`config.mk`:
```
export PLATFORM = sky130hd
export DESIGN_NAME = game_sequencer
export DESIGN_NICKNAME = d
export VERILOG_FILES = /design/src/rtl/game_pkg.sv /design/src/rtl/frame_divider.sv /design/src/rtl/game_sequencer.sv
export SDC_FILE = /design/constraint.sdc
export NUM_CORES = 1
export LEC_CHECK = 0
export ABC_AREA = 1
export ABC_CLOCK_PERIOD_IN_PS = 2000
export BUFFER_PORTS_ARGS = -buffer_cell sky130_fd_sc_hd__buf_2
export CORE_MARGIN = 3
export CORE_UTILIZATION = 30
export CTS_CLUSTER_SIZE = 14
export DETAILED_ROUTE_END_ITERATION = 6
export PLACE_DENSITY = 0.48
export SETUP_SLACK_MARGIN = 0.05
export SYNTH_ARGS = -nofsm -noshare
export SYNTH_HDL_FRONTEND = slang
export SYNTH_SLANG_ARGS = --single-unit
```
`constraint.sdc`:
```
create_clock -name clk -period 2 [get_ports clk]
set_clock_uncertainty 0.05 [all_clocks]
set_input_delay 0.2 -clock clk [delete_from_list [all_inputs] [get_ports clk]]
set_output_delay 0.2 -clock clk [all_outputs]
set_load 0.02 [all_outputs]
```
`src/rtl/game_pkg.sv`:
```
// Shared definitions for the game sequencer: state encodings, level ceiling
// and score width.
package game_pkg;

  typedef enum logic [2:0] {
    S_IDLE  = 3'd0,
    S_PLAY  = 3'd1,
    S_HIT   = 3'd2,
    S_OVER  = 3'd3,
    S_PAUSE = 3'd4
  } state_t;

  localparam int MAX_LEVEL = 7;
  localparam int SCORE_W   = 10;

  // Frames between object moves minus one: 7 at level 0 down to 0 at level 7.
  function automatic logic [2:0] level_period(input logic [2:0] lvl);
    return 3'(MAX_LEVEL) - lvl;
  endfunction

endpackage

```
`src/rtl/frame_divider.sv`:
```
// Counts frame ticks and emits move_tick on the frame where the count reaches
// period, then restarts; clear has priority and enable freezes the count.
module frame_divider (
  input  logic       clk,
  input  logic       rst_n,
  input  logic       clear,
  input  logic       enable,
  input  logic       frame_tick,
  input  logic [2:0] period,
  output logic       move_tick
);

  logic [2:0] count;
  logic       at_period;

  // >= so a shortened period after a level-up never strands the count above it.
  assign at_period = (count >= period);
  assign move_tick = enable & frame_tick & at_period;

  always_ff @(posedge clk or negedge rst_n) begin
    if (!rst_n) begin
      count <= 3'd0;
    end else if (clear) begin
      count <= 3'd0;
    end else if (enable && frame_tick) begin
      if (at_period) count <= 3'd0;
      else           count <= count + 3'd1;
    end
  end

endmodule

```
`src/rtl/game_sequencer.sv`:
```
// Game flow controller: start/play/hit-recovery/game-over sequencing, score,
// lives, level and object move pacing. Define GAME_PAUSE_EN to add the pause port.
module game_sequencer
  import game_pkg::*;
#(
  parameter int START_LIVES       = 3,
  parameter int HIT_FRAMES        = 60,
  parameter int BOTTLES_PER_LEVEL = 10
) (
  input  logic               clk,
  input  logic               rst_n,
  input  logic               frame_tick,
  input  logic               start,
  input  logic               hit_shark,
  input  logic               got_bottle,
`ifdef GAME_PAUSE_EN
  input  logic               pause,
`endif
  output logic               move_tick,
  output logic               obj_reload,
  output logic               flash,
  output logic [SCORE_W-1:0] score,
  output logic [1:0]         lives,
  output logic [2:0]         level,
  output logic [2:0]         state
);

  state_t     cur_st, nxt_st;
  logic       start_q, start_edge;
  logic [7:0] hit_cnt, bottle_cnt;
  logic       pause_pulse;

  logic load_game, take_hit, last_life, take_bottle, hit_dec, div_clear;

`ifdef GAME_PAUSE_EN
  assign pause_pulse = pause;
`else
  assign pause_pulse = 1'b0;
`endif

  assign start_edge = start & ~start_q;
  assign state      = cur_st;
  assign flash      = (cur_st == S_HIT) & hit_cnt[3];

  frame_divider u_frame_divider (
    .clk        (clk),
    .rst_n      (rst_n),
    .clear      (div_clear),
    .enable     (cur_st == S_PLAY),
    .frame_tick (frame_tick),
    .period     (level_period(level)),
    .move_tick  (move_tick)
  );

  always_ff @(posedge clk or negedge rst_n) begin
    if (!rst_n) begin
      cur_st  <= S_IDLE;
      start_q <= 1'b0;
    end else begin
      cur_st  <= nxt_st;
      start_q <= start;
    end
  end

  // Next state plus one-cycle datapath strobes; a hit outranks pause and bottle.
  always_comb begin
    nxt_st      = cur_st;
    load_game   = 1'b0;
    take_hit    = 1'b0;
    last_life   = 1'b0;
    take_bottle = 1'b0;
    hit_dec     = 1'b0;
    div_clear   = 1'b0;
    case (cur_st)
      S_IDLE, S_OVER: begin
        if (start_edge) begin
          load_game = 1'b1;
          div_clear = 1'b1;
          nxt_st    = S_PLAY;
        end
      end
      S_PLAY: begin
        if (hit_shark) begin
          if (lives > 2'd1) begin
            take_hit = 1'b1;
            nxt_st   = S_HIT;
          end else begin
            last_life = 1'b1;
            nxt_st    = S_OVER;
          end
        end else if (pause_pulse) begin
          nxt_st = S_PAUSE;
        end else if (got_bottle) begin
          take_bottle = 1'b1;
        end
      end
      S_HIT: begin
        if (hit_cnt == 8'd0) begin
          div_clear = 1'b1;
          nxt_st    = S_PLAY;
        end else if (frame_tick) begin
          hit_dec = 1'b1;
        end
      end
`ifdef GAME_PAUSE_EN
      S_PAUSE: begin
        if (pause_pulse) nxt_st = S_PLAY;
      end
`endif
      default: nxt_st = S_IDLE;
    endcase
  end

  always_ff @(posedge clk or negedge rst_n) begin
    if (!rst_n) begin
      obj_reload <= 1'b0;
      score      <= '0;
      lives      <= 2'd0;
      level      <= 3'd0;
      hit_cnt    <= 8'd0;
      bottle_cnt <= 8'd0;
    end else begin
      obj_reload <= load_game | take_hit;
      if (load_game) begin
        lives      <= 2'(START_LIVES);
        score      <= '0;
        level      <= 3'd0;
        hit_cnt    <= 8'd0;
        bottle_cnt <= 8'd0;
      end
      if (take_hit) begin
        lives   <= lives - 2'd1;
        hit_cnt <= 8'(HIT_FRAMES);
      end
      if (last_life) lives <= 2'd0;
      if (hit_dec) hit_cnt <= hit_cnt - 8'd1;
      if (take_bottle) begin
        if (score != {SCORE_W{1'b1}}) score <= score + 1'b1;
        if (bottle_cnt == 8'(BOTTLES_PER_LEVEL - 1)) begin
          bottle_cnt <= 8'd0;
          if (level != 3'(MAX_LEVEL)) level <= level + 3'd1;
        end else begin
          bottle_cnt <= bottle_cnt + 8'd1;
        end
      end
    end
  end

endmodule

```
* After elaboration in Yosys (flattened, before gate mapping)
Cells that the tools add are included.
Cells by class: add/subtract/negate cells 7, order comparisons 2, equal/unequal tests 9, muxes and demuxes 39, bitwise gates (word level) 6, reductions and logical operators 9
Operator list (number):
- 8-bit 2-to-1 mux | 5
- 10-bit 2-to-1 mux | 3
- 3-bit 2-to-1 mux | 10
- 1-bit 2-to-1 mux | 16
- 10-bit by 1-bit adder with 10-bit output (second input constant) | 1
- 10-bit != test (second input constant) | 1
- 3-bit case mux with 3 select lines | 1
- 8-bit by 1-bit adder with 8-bit output (second input constant) | 1
- 8-bit by 4-bit equality test with 1-bit output (second input constant) | 1
- 8-bit logical NOT | 1
- 8-bit by 1-bit subtractor with 8-bit output (second input constant) | 1
- 3-bit by 1-bit adder with 3-bit output (second input constant) | 2
- 3-bit by 2-bit equality test with 1-bit output (second input constant) | 2
- 2-bit 2-to-1 mux | 3
- 3-bit nonzero test | 2
- 1-bit bitwise AND | 4
- 2-bit != test (second input constant) | 2
- 2-bit nonzero test | 2
- 3-bit by 1-bit equality test with 1-bit output (second input constant) | 1
- 3-bit greater-or-equal comparator | 1
- 3-bit logical NOT | 1
- 3-bit != test (second input constant) | 1
- 3-bit AND reduction | 1
- 3-bit subtractor (first input constant) | 1
- other kinds (8) | 8
Storage, ports and cells: register bits after elaboration 39, bits of input ports 6, output and inout port bits 21

* Logic depth before layout (Yosys ltp)
Gate-level depths: netlist of the first run.
word-level depth 8, depth in mapped cells 9, mapped depth without buffers 9

* Modules after synthesis
Synthesis of the first run repeated with hierarchy kept, for this count alone.
Unflattened totals: cells, all modules 313, area total of the unflattened synthesis 2427.3 sq um
By module, submodules not included:
- game_sequencer | instances 1, cells each 281, area each 2170.8 sq um, seq. area each 875.8 sq um
- frame_divider | instances 1, cells each 32, area each 256.5 sq um, seq. area each 75.1 sq um

* Least setup slack after synthesis of the first run
OpenSTA, ideal clock, no wires.
kind register to register, start register cur_st[0] (netlist: state[0]), end register lives[0], library setup time 119 ps, data arrival time 1469 ps, data required time 1831 ps, slack 362 ps, stages on the path, launching flop included 8, buffers on the path 0, period minus slack after synthesis 1638 ps, cell sequence dfrtp_1 > inv_1 > ha_1 > nand3_1 > inv_1 > nor2_4 > inv_2 > o21a_1
On the way: cells in the longest elaborated chain, start to end 4
RTL lines:
- start: declaration | RTL line game_sequencer.sv:28 | state_t cur_st, nxt_st;
- start signal: assignment | RTL line game_sequencer.sv:60 | cur_st <= nxt_st;
- 3-bit by 2-bit equality test with 1-bit output (tied with other cells) | RTL line game_sequencer.sv:74 | case (cur_st)
- 2-bit OR reduction or 1-bit 2-to-1 mux (tied branches) | RTL line game_sequencer.sv:74
- 1-bit 2-to-1 mux or 2-bit 2-to-1 mux (tied branches) | RTL line game_sequencer.sv:74, game_sequencer.sv:131
- 3-bit nonzero test (no line) or 2-bit 2-to-1 mux (tied branches)
- end signal: assignment | RTL line game_sequencer.sv:125 | lives <= 2'(START_LIVES);
- end signal: assignment | RTL line game_sequencer.sv:132 | lives <= lives - 2'd1;
- end: declaration | RTL line game_sequencer.sv:23 | output logic [1:0] lives,
Parallel ways exist; a longest one is shown, timed or not. A chain may end at the register's enable or synchronous reset.

* Worst setup path after layout of the first run
start register u_frame_divider.count[2], end output port move_tick
On the way: cells in the longest elaborated chain, start to end 2
RTL lines:
- start: declaration | RTL line frame_divider.sv:13 | logic [2:0] count;
- start signal: assignment | RTL line frame_divider.sv:27 | else count <= count + 3'd1;
- 3-bit greater-or-equal comparator | RTL line frame_divider.sv:17 | assign at_period = (count >= period);
- 1-bit bitwise AND | RTL line frame_divider.sv:18 | assign move_tick = enable & frame_tick & at_period;
- end: declaration | RTL line game_sequencer.sv:19 | output logic move_tick,
Every way passes these cells.

==> results of run 1 <==
==> registers in the layout, summed over array words and instances, names as in the netlist, 2 cells and up <==
register               count
u_frame_divider.count      3
lives                      2
score                     10
bottle_cnt                 8
state                      2
hit_cnt                    8
level                      3
==> where the power goes <==
part / internal, mW / total (mW) / switching (mW) / leakage [nW]
Clock: 0.399 / 0.670 / 0.271 / 0.0573
Sequential: 0.949 / 1.12 / 0.172 / 0.506
Combinational: 0.460 / 1.27 / 0.812 / 0.893
==> cells by family (layout without fill, tap and decap cells) <==
kind of cell / count (synthesis) / count (layout)
simple gates: 150 / 150
flops: 38 / 38
buf+inv: 50 / 84
compound gates: 40 / 40
xor+xnor: 9 / 9
other cells: 1 / 1
fa+ha+maj: 14 / 14
==> how the worst max path moves through the flow <==
stage / cells past startpoint / end / slack [ps]
2_1_floorplan: 7 / lives[0] / 360
3_3_place_gp: 7 / lives[0] / 290
3_5_place_dp: 7 / lives[0] / 280
4_1_cts: 7 / move_tick / 140
5_1_grt: 7 / move_tick / 60
6_report: 6 / move_tick / 210
==> Yosys cell counts <==
cell type  instances  share of area
nand2_1           75           0.12
dfrtp_1           38           0.40
inv_1             35          0.056
nand3_1           35          0.074
nor2_1            15          0.024
ha_1              14          0.074
inv_2             12          0.019
o21ai_1           12          0.025
o21ai_0           11          0.023
xor2_1             8          0.030
nand4_1            5          0.013
a21oi_1            4         0.0085
nand2_2            4          0.011
nor2_2             4          0.011
o22ai_1            4          0.011
a21oi_2            3          0.011
nand3_4            3          0.022
nor3_1             3         0.0064
a31oi_1            2         0.0053
buf_4              2         0.0064
and2_1             1         0.0027
buf_2              1         0.0021
conb_1             1         0.0016
nand2_4            1         0.0048
nand3b_1           1         0.0032
nor2_4             1         0.0048
nor2_8             1         0.0085
o21a_1             1         0.0032
o21ai_2            1         0.0037
o21bai_1           1         0.0032
o31ai_1            1         0.0032
or2_1              1         0.0027
xnor2_1            1         0.0037
==> layout make-up <==
type,count,share of cell area
multi-input combinational,214,0.442
sequential,38,0.346
inverter,47,0.0642
timing repair buffer,30,0.0610
tap,99,0.0451
clock buffer,6,0.0301
clock inverter,1,0.0109
==> per-layer routing <==
metal  part of all wire  vias to the layer above
li1                   -                     1040
met1               0.51                      920
met2               0.45                       27
met3              0.033                        2
met4             0.0070                        0
met5                  0                        -
==> through the flow <==
stage | hold WS, ps | total power [mW] | cell area [um^2] | setup slack (ps) | utilization
floorplan | -146 | 2.09 | 2360 | 362 | -
global placement | 246 | 2.40 | 2600 | 288 | 0.350
detailed placement | 243 | 2.42 | 2600 | 278 | 0.350
CTS | 228 | 3.12 | 2740 | 137 | 0.367
global route | 239 | 3.39 | 2750 | 60.1 | 0.369
finish | 235 | 3.06 | 2750 | 206 | 0.369
==> worst max-delay path: stages (launching register included) <==
cell,delay (ps)
dfrtp_1,410
ha_1,320
a21oi_1,140
nand3_1,120
nand2_1,80
inv_1,40
buf_2,150
==> cell usage in the layout (no fill, tap or decap), types with 6 or more instances in the layout <==
master / Yosys / layout
inv_1: 35 / 35
nor2_1: 15 / 15
o21ai_0: 11 / 11
ha_1: 14 / 13
o21ai_1: 12 / 12
nand3_1: 35 / 35
xor2_1: 8 / 8
inv_2: 12 / 12
clkbuf_8: 0 / 6
dfrtp_1: 38 / 38
nand2_1: 75 / 75
buf_2: 1 / 25
==> timing repair <==
action	in CTS	in global routing
resized for setup	0	1
setup buffers	0	1
setup endpoints to repair	0	1
hold endpoints to repair	39	0
hold buffers	2	0
==> impl_metrics.tcl, run 1 <==
set metrics [dict create \
    pwr_density_cell_nw_per_um2 1120 \
    routedWlPerCell_um 11.8 \
    grt_max_degree 39 \
    hpwl_mm 3.90 \
    hold_depth 3 \
    slew-limit-headroom 0.661 \
    globalplace.congestion 0.816 \
    num_rows 31 \
    max-vdd-ir-drop_uv 320 \
    cts_tree "built" \
    rrSetupSlack_ps 300 \
    dp.cells 425 \
    synthAdderAreaFrac 0.0742 \
    met2_usage 0.211 \
    numCtsBuffers 5 \
    hold_path.class "in2reg" \
    synth_compound_area_frac 0.0976 \
    coreArea_um2 7450 \
    gr-usage-met3 0.0367 \
    gr-usage-met1 0.172 \
    area_delta_synth_final_pct 16.4 \
    busiest_layer "met2" \
    drt_iter0_markers 70 \
    clk_latency_ps 290 \
    regArea_um2 951 \
    rsz0062_at_grt "no" \
    fmax_mhz 557 \
    worstReg2RegEnd "lives[0]" \
    arrival_ps 1540 \
    grtUsageTotal 0.131 \
    end_kind "output port" \
    crit_type "reg2out" \
    synth-xor-area-share 0.0334 \
    fillerInstances 817 \
    startpoint_type "flop" \
    hold_end "hit_cnt[1]" \
    dr_total_vias 1989 \
    syn_area_per_cell_um2 7.81 \
    synthMuxAreaShare 0 \
    final_hold_viol_count 0 \
    drc 0 \
    r2r_start "state[0]" \
    final_cells 435 \
    cp_max_fo 3 \
    critPathLaunch "u_frame_divider.count[2]" \
    dr.pass1.iters 4 \
    dieArea_um2 8970 \
    io_buffers 25 \
    clock_sinks 38 \
    final.setup.tns_ps 0 \
    r2r_cells 7 \
    seq_area_frac_synth 0.403 \
    synth_top_family_by_area "simple AND/OR/NAND/NOR gates" \
    io_pins 27 \
    num_antenna_cells 0 \
    status "complete, no violations" \
    grt_pass1_wl_mm 9.24 \
    syn-cell-area_um2 2360 \
    clk_pin_slew_ps 80 \
    min_period_ps 1790 \
    synth_cell_types 33 \
    antenna_found_initial 0 \
    hold_start "frame_tick" \
    drv_slew 0 \
    synth_warnings 0 \
    antenna_left 0 \
    setup_viol 0 \
    first_global_vias 1974 \
    yosys_register_bits 38 \
    die_width_um 94.7 \
    grt-ovfl-total 0 \
    layout-drive-gt1-share 0.196 \
    vias_per_cell 4.57 \
    max-clock-path-buffers 2 \
    clockRootBuffer "clkbuf_8" \
    drv_cap 0 \
    nNetsFinal 356 \
    critPathRequiredTime_ps 1750 \
    min_period_over_period 0.897 \
    worst_slew_pin_slew_ps 508 \
    h-tree-depth 2 \
    yosys.area_share.simple 0.307 \
    synthesis.nets 322 \
    p_leak_nw 1.46 \
    start_util 0.317 \
    synthCells 302 \
    die_y_um 94.7 \
    wl_mm 5.14 \
    multi_input_area_um2 1210 \
]
Power figures use the tool's default switching activity.
==> run 2: changes to the inputs <==
Settings changed: CORE_ASPECT_RATIO set to 0.9, PLACE_DENSITY 0.48 to 0.47, SYNTH_HIERARCHICAL set to 1.
==> run 2 against run 1 <==
Global-route usage shrank 0.19 points. Maximum frequency down 1.3%. Sequential cell count unchanged. First-iteration DRC count grew 61%. Clock power down 4.3%. Via count rose by 3.3%. Critical path type unchanged. Critical endpoint unchanged.
==> impl_metrics.tcl, run 2 <==
set metrics [dict create \
    status "complete, no violations" \
    hpwl_mm 4.02 \
    drt_iter0_markers 113 \
    nNetsFinal 367 \
    yosys_register_bits 38 \
    min_period_over_period 0.909 \
    p_int_mw 1.83 \
    final_cells 444 \
    layout_commonest_cell "nand2_1" \
    max-vdd-ir-drop_uv 359 \
    die_y_um 91.3 \
    synthMuxAreaShare 0 \
    final_hold_viol_count 0 \
    h-tree-depth 2 \
    final_cell_mix "nand2_1, inv_1, dfrtp_1, nand3_1, buf_2" \
    syn-cell-area_um2 2430 \
    num_antenna_cells 0 \
    end_kind "output port" \
    dr_total_vias 2055 \
    synth_top_area_share 0.392 \
    hold_path.class "in2reg" \
    swShare 0.423 \
    p_seq_frac 0.361 \
    synth_warnings 6 \
    critPathRequiredTime_ps 1750 \
    rsz0062_at_grt "no" \
    synth-main-ff-cell "dfrtp_1" \
    synth_top_family_by_area "simple AND/OR/NAND/NOR gates" \
    synth-xor-area-share 0.0325 \
    antenna_found_initial 0 \
    die_width_um 101 \
    p_leak_nw 1.54 \
    cts_tree "built" \
    clk_latency_ps 300 \
    clk_pin_slew_ps 70 \
    fin_area_um2 2810 \
    synth_area_leader_cell "dfrtp_1" \
    grt-ovfl-total 0 \
    arrival_ps 1570 \
    numCtsBuffers 5 \
    wl_mm 5.52 \
    coreArea_um2 7690 \
    routedWlPerCell_um 12.4 \
    pwr_density_cell_nw_per_um2 1130 \
    final.setup.tns_ps 0 \
    worst_slew_pin_slew_ps 528 \
    yosys.area_share.simple 0.303 \
    placed_area_um2 2670 \
    largest_reg_flops 10 \
    dieArea_um2 9210 \
    yosysMostFrequentCell "nand2_1" \
    layout-drive-gt1-share 0.181 \
    dp.cells 434 \
    regMostFlops "score" \
    synth_compound_area_frac 0.101 \
    num_rows 30 \
    synth_cell_types 35 \
    setup_viol 0 \
    cp_max_fo 3 \
    io_pins 27 \
    io_buffers 25 \
    synthesis.nets 333 \
    drc 0 \
    synth_area_leaders "dfrtp_1, nand2_1, inv_1" \
    vias_per_cell 4.63 \
    start_util 0.315 \
    min_period_ps 1820 \
    clockRootBuffer "clkbuf_8" \
    synthCells 313 \
    area_delta_synth_final_pct 15.9 \
    dr.pass1.iters 4 \
    clkPwrFrac 0.202 \
    max-clock-path-buffers 2 \
    globalplace.congestion 0.738 \
    comb_power_share 0.437 \
    switching_power_mw 1.34 \
    first_global_vias 2013 \
    drv_cap 0 \
    grt_pass1_wl_mm 9.54 \
    drv_slew 0 \
    grt_max_degree 39 \
    ys_async_sr_fraction 1.00 \
    fmax_mhz 550 \
    grtUsageTotal 0.129 \
    reg.largest.list "score x10, bottle_cnt x8, hit_cnt x8" \
    seq_area_frac_synth 0.392 \
    crit_type "reg2out" \
    antenna_left 0 \
    slew-limit-headroom 0.648 \
    synthAdderAreaFrac 0.0722 \
    synth_common_cells "nand2_1, inv_1, dfrtp_1" \
    startpoint_type "flop" \
    clock_sinks 38 \
    syn_area_per_cell_um2 7.76 \
    synth-edff-count 0 \
]
==> run 2: worst paths after layout <==
| path | cells after the start | startpoint | endpoint | slack (ps) |
|---|---|---|---|---|
| worst max-delay path | 8 | level[2] | move_tick | 180 |
| worst min-delay path | 1 | start | start_q | 40 |
| worst max register to register | 7 | state[0] | lives[0] | 230 |
| worst min register to register | 1 | hit_cnt[0] | hit_cnt[0] | 440 |
| max in group asynchronous | 3 | rst_n | level[1] | 1080 |
| min in group asynchronous | 3 | rst_n | hit_cnt[5] | 440 |
==> run 2: layout make-up <==
cell class / instances / area, um^2
fill: 819 / 4880
multi-input combinational: 216 / 1250
sequential: 38 / 951
inverter: 55 / 206
timing repair buffer: 31 / 175
tap: 96 / 120
clock buffer: 8 / 110
==> run 2: critical path: stages, from the launching register on <==
cell,delay (ps)
dfrtp_1,400
inv_1,60
inv_1,40
ha_1,320
nand2_1,60
inv_1,60
nand2_2,70
a21oi_2,110
buf_4,150
==> run 2: kinds of logic after synthesis <==
| family | count (synthesis) |
|---|---|
| flip-flops | 38 |
| XOR/XNOR | 9 |
| buffers and inverters | 59 |
| AND/OR/NAND/NOR | 150 |
| adder cells (fa/ha/maj) | 14 |
| AO/OA/AOI/OAI | 42 |
| other | 1 |
==> run 2: per-layer routing <==
| layer | share of wire | vias to the layer above | GRT usage |
|---|---|---|---|
| met5 | 0 | - | 0 |
| met4 | 0.012 | 0 | 0.0471 |
| met3 | 0.032 | 7 | 0.0269 |
| met2 | 0.43 | 34 | 0.188 |
| met1 | 0.53 | 940 | 0.187 |
| li1 | - | 1074 | - |
==> run 2: power groups by stage <==
stage	Clock (mW)	Sequential, mW	Combinational (mW)
floorplan	0	1.20	0.983
global placement	0	1.16	1.37
detailed placement	0	1.16	1.39
CTS	0.669	1.15	1.39
global route	0.696	1.18	1.62
finish	0.641	1.15	1.39
==> run 2: repair_timing <==
action / 4_1_cts / 5_1_grt
endpoints found under the hold margin: 38 / 0
buffers inserted: 0 / 1
hold buffers: 1 / 0
resized for setup: 0 / 4
endpoints found under the setup margin: 0 / 4
==> run 2: metrics by stage <==
step	total power, mW	worst slack [ps]	hold slack (ps)	utilization
3_3_place_gp	2.53	272	248	0.347
6_report	3.18	182	42.0	0.366
2_1_floorplan	2.19	152	-146	-
4_1_cts	3.21	86.9	28.9	0.363
3_5_place_dp	2.55	228	258	0.347
5_1_grt	3.50	59.8	28.3	0.366
